[src/rtl/keypad_entry_ctrl.sv]
// keypad_entry_ctrl: turns keypad scanner code strobes into a multi-digit entry with valid/ready hand-off
// Optional same-key repeat filter enabled by defining KEYPAD_REPEAT_FILTER_EN.
module keypad_entry_ctrl #(
    parameter int          DIGITS      = 4,
    parameter logic [3:0]  ENTER_CODE  = 4'hF,
    parameter logic [3:0]  CLEAR_CODE  = 4'hE,
    parameter logic [3:0]  BKSP_CODE   = 4'hD,
    parameter logic [31:0] TIMEOUT_CNT = 32'd499_999_999,
    parameter logic [31:0] REPEAT_CNT  = 32'd49_999_999
) (
    input  logic                          i_Clk,
    input  logic                          i_Rst,
    input  logic [3:0]                    i_Num,
    input  logic                          i_fDone,
    input  logic                          i_Ready,
    output logic [4*DIGITS-1:0]           o_Value,
    output logic [$clog2(DIGITS+1)-1:0]   o_Count,
    output logic                          o_Valid,
    output logic                          o_Overflow,
    output logic                          o_Timeout,
    output logic [1:0]                    debug_State
);
    localparam int CW = $clog2(DIGITS + 1);
    localparam logic [CW-1:0] FULL = CW'(DIGITS);

    typedef enum logic [1:0] {S_IDLE = 2'b00, S_ENTRY = 2'b01, S_PRESENT = 2'b10} state_t;

    state_t              state, state_n;
    logic [4*DIGITS-1:0] value_n;
    logic [CW-1:0]       count_n;
    logic [31:0]         idle, idle_n;
    logic                pend, key, ovf_n, tmo_n;

`ifdef KEYPAD_REPEAT_FILTER_EN
    logic [3:0]  last_code;
    logic        last_vld;
    logic [31:0] rep_cnt;

    assign key = pend && !(last_vld && i_Num == last_code && rep_cnt < REPEAT_CNT);

    // remember the last code that passed the filter and how long ago it did
    always_ff @(posedge i_Clk or posedge i_Rst)
        if (i_Rst) begin
            last_code <= 4'h0;
            last_vld  <= 1'b0;
            rep_cnt   <= 32'd0;
        end else if (key) begin
            last_code <= i_Num;
            last_vld  <= 1'b1;
            rep_cnt   <= 32'd0;
        end else if (rep_cnt < REPEAT_CNT) begin
            rep_cnt <= rep_cnt + 32'd1;
        end
`else
    assign key = pend;
`endif

    assign debug_State = state;

    // next-state and buffer update; the sampled code is i_Num in the cycle after i_fDone
    always_comb begin
        state_n = state;
        value_n = o_Value;
        count_n = o_Count;
        idle_n  = 32'd0;
        ovf_n   = 1'b0;
        tmo_n   = 1'b0;
        case (state)
            S_IDLE, S_ENTRY: begin
                if (key) begin
                    if (i_Num == CLEAR_CODE) begin
                        value_n = '0;
                        count_n = '0;
                        state_n = S_IDLE;
                    end else if (i_Num == BKSP_CODE) begin
                        if (o_Count != '0) begin
                            value_n = {4'h0, o_Value[4*DIGITS-1:4]};
                            count_n = o_Count - 1'b1;
                            state_n = (o_Count == CW'(1)) ? S_IDLE : S_ENTRY;
                        end
                    end else if (i_Num == ENTER_CODE) begin
                        state_n = (o_Count != '0) ? S_PRESENT : state;
                    end else if (o_Count == FULL) begin
                        ovf_n = 1'b1;
                    end else begin
                        value_n = {o_Value[4*DIGITS-5:0], i_Num};
                        count_n = o_Count + 1'b1;
                        state_n = S_ENTRY;
                    end
                end else if (state == S_ENTRY) begin
                    if (TIMEOUT_CNT != 32'd0 && idle == TIMEOUT_CNT) begin
                        value_n = '0;
                        count_n = '0;
                        state_n = S_IDLE;
                        tmo_n   = 1'b1;
                    end else begin
                        idle_n = idle + 32'd1;
                    end
                end
            end
            S_PRESENT: begin
                if (i_Ready) begin
                    value_n = '0;
                    count_n = '0;
                    state_n = S_IDLE;
                end
            end
            default: begin
                value_n = '0;
                count_n = '0;
                state_n = S_IDLE;
            end
        endcase
    end

    // state, buffer and registered outputs
    always_ff @(posedge i_Clk or posedge i_Rst)
        if (i_Rst) begin
            state      <= S_IDLE;
            o_Value    <= '0;
            o_Count    <= '0;
            o_Valid    <= 1'b0;
            o_Overflow <= 1'b0;
            o_Timeout  <= 1'b0;
            pend       <= 1'b0;
            idle       <= 32'd0;
        end else begin
            state      <= state_n;
            o_Value    <= value_n;
            o_Count    <= count_n;
            o_Valid    <= (state_n == S_PRESENT);
            o_Overflow <= ovf_n;
            o_Timeout  <= tmo_n;
            pend       <= i_fDone;
            idle       <= idle_n;
        end
endmodule
[config.mk]
export PLATFORM = sky130hd
export DESIGN_NAME = keypad_entry_ctrl
export DESIGN_NICKNAME = d
export VERILOG_FILES = /design/src/rtl/keypad_entry_ctrl.sv
export SDC_FILE = /design/constraint.sdc
export NUM_CORES = 1
export LEC_CHECK = 0
export CAP_MARGIN = 40
export CORE_UTILIZATION = 35
export CTS_BUF_LIST = sky130_fd_sc_hd__clkbuf_4 sky130_fd_sc_hd__clkbuf_8
export DETAILED_ROUTE_END_ITERATION = 8
export PLACE_DENSITY = 0.64
export SETUP_SLACK_MARGIN = 0.1
export SKIP_LAST_GASP = 1
export SYNTH_ARGS = -nofsm -noshare
export SYNTH_HDL_FRONTEND = slang
export SYNTH_SLANG_ARGS = --single-unit
[constraint.sdc]
create_clock -name i_Clk -period 2.8 [get_ports i_Clk]
set_clock_uncertainty 0.2 [all_clocks]
set_input_delay 0.84 -clock i_Clk [delete_from_list [all_inputs] [get_ports i_Clk]]
set_output_delay 0.84 -clock i_Clk [all_outputs]
set_load 0.1 [all_outputs]
==> impl_metrics.ini <==
[run_status]
status = finished clean

[hold_path]
hold_class = flop to flop

[floorplanning]
core_region_area_mm2 = 0.00834
die_h_um = 95.6
io_pins = 32
rows = 33
die_x_um = 95.6
start_util = 0.368
dieArea_mm2 = 0.00915

[setup_path]
cp.arrival_ns = 2.64
crit_slowest_cell = clkdlybuf4s50_1
path_max_fanout = 19
worstSetupStartpointType = input pin
critPathKind = input pin to flop
cp_num_buf_inv = 2
critical_path_required_ns = 2.83
crit_path_max_incr_delay_ns = 0.47
cp-end-kind = flop
cp_top_family = buffers and inverters
cp_cell_sequence = clkdlybuf4s50_1 -> buf_4 -> nand4_1 -> o211ai_1 -> a221oi_2 -> nand2b_4 -> mux2_4

[logic_synthesis]
yosys-top-cells-count = dfrtp_1, nor2_1, nand2_1
syn_inst = 314
synth_top_area_frac = 0.465
synthTopCellsByArea = dfrtp_1, nor2_1, xor2_1
yosys.cell_count.top_type = dfrtp_1
netlist_area_mm2 = 0.00307
synth_edf_count = 0
synth_area_leader_cell = dfrtp_1
synth_nets = 327
ys_ff_latch = 57
synth.avg_cell_area_um2 = 9.77
ys_async_sr_fraction = 1.00
synth_warnings = 0
synth-main-ff-cell = dfrtp_1
yosys.cell_types.count = 44
yosysSeqAreaShare = 0.465

[timing]
tns_ns = 0
final.min_clock_period_ns = 2.61
rsz0062_at_grt = true
period_share = 0.932
finalHoldViolCount = 0
finalSetupViolations = 0
relSlewSlack = 0.683
slew_viol_final = 0
timing.fmax_ghz = 0.383
tightest_slew_ns = 0.475

[cts]
cts-root-buf = clkbuf_8
cts.clk_slew.worst_paths_ns = 0.07
clk_latency_ns = 0.34
cts_tree = yes
cts_setup_buffers = 0
clkSinkCount = 57
cts_max_level = 3
cts.path.max_buffers = 2
cts_inserted_buffers = 9

[place]
io_buffers = 31
routabilityCongestion = 0.937
place_hpwl_mm = 4.79

[flow_run]
drv_cap = 0

[detailed_routing]
wl_per_cell_um = 14.4
firstDrtPassIters = 4
post-route-drc-count = 0
vias_per_cell = 5.17
routed_wl_mm = 6.79
drtIter0Drc = 130
ant_nets = 0
vias = 2446

[layout]
area_growth_pct = 22.8
drive_above_1_share = 0.236
nNetsFinal = 376
antenna_cells = 0
utilization = 0.452

[power]
powerDensity_mw_per_mm2 = 695
power_frac_comb = 0.303
p_int_mw = 1.65
seqPwrFrac = 0.361
clock_power_share = 0.336
netSwitchingPower_mw = 0.965
power_leakage_nw = 1.67
finalPower_mw = 2.62
ir_worst_vdd_v = 0.000218
p_sw_frac = 0.369

[global_route]
grt_max_degree = 41
grt_pass1_vias = 2330
antenna_found_initial = 0
grt_pass1_wl_mm = 11.4
track_usage = 0.166
grt_overflow = 0
==> power by group through the flow <==
stage               Sequential [mW]  Clock [mW]  Combinational, mW
detailed placement            0.960           0              0.793
global placement              0.960           0              0.786
global route                  0.954       0.938              0.846
CTS                           0.946       0.896              0.798
floorplan                      1.30           0              0.254
finish                        0.945       0.879              0.794
==> stage by stage <==
stage | worst slack [ns] | hold slack [ns] | cells | area, um^2
2_1_floorplan | 0.157 | 0.248 | 314 | 3070
3_3_place_gp | -0.130 | 0.274 | 457 | 3530
3_5_place_dp | -0.195 | 0.283 | 457 | 3530
4_1_cts | 0.168 | 0.291 | 473 | 3760
5_1_grt | 0.0889 | 0.302 | 473 | 3770
6_report | 0.190 | 0.288 | 473 | 3770
==> metal layers <==
metal	part of all wire	routed length [um]	GRT usage	up-vias
met2	0.46	3110	0.239	62
met4	0.027	184	0.0896	0
li1	-	-	-	1191
met1	0.46	3150	0.229	1177
met3	0.050	338	0.0399	16
met5	0	0	0	-
==> kinds of logic (layout without fill, tap and decap cells) <==
kind of cell    Yosys count  after routing  share of synthesized area
simple gates            149            149                      0.256
flops                    57             57                      0.465
compound gates           30             30                     0.0611
xor+xnor                 29             29                     0.0828
buf+inv                  25             79                     0.0412
mux                      19             19                     0.0742
fa+ha+maj                 5              5                     0.0204
==> final cells by class <==
cell class / count / area (um^2)
Clock buffer: 11 / 151
Clock inverter: 5 / 77.6
Timing Repair Buffer: 51 / 415
Fill cell: 794 / 4570
Sequential cell: 57 / 1430
Inverter: 12 / 45.0
Multi-Input combinational cell: 232 / 1520
Tap cell: 105 / 131
==> state kept, by name, indices dropped and copies added, names as in the netlist <==
name	cells
o_Overflow	1
o_Timeout	1
debug_State	2
o_Valid	1
key	1
o_Value	16
idle	32
o_Count	3
==> placed cells by master (no fill, tap or decap), types with 11 or more instances in the layout <==
cell type,n
xnor2_1,14
a21oi_1,13
buf_4,43
clkbuf_8,11
nor2_1,39
nand2_1,31
dfrtp_1,55
inv_1,11
xor2_1,15
nand3_1,22
==> final timing paths <==
path | from | endpoint | slack, ns | cells after the start
min in group asynchronous | i_Rst | o_Value[14] | 0.61 | 2
worst min-delay path | idle[0] | idle[0] | 0.29 | 1
worst max-delay path | i_Num[1] | o_Value[2] | 0.19 | 7
max in group asynchronous | i_Rst | o_Count[0] | 1.23 | 3
worst max register to register | idle[0] | o_Value[8] | 0.53 | 6
worst min register to register | idle[0] | idle[0] | 0.29 | 1
==> timing repair <==
item                       4_1_cts  5_1_grt
hold buffers                     0        0
gates resized for setup          0        2
setup endpoints to repair        0        2
No activity file was read; power rests on OpenSTA's default activity.
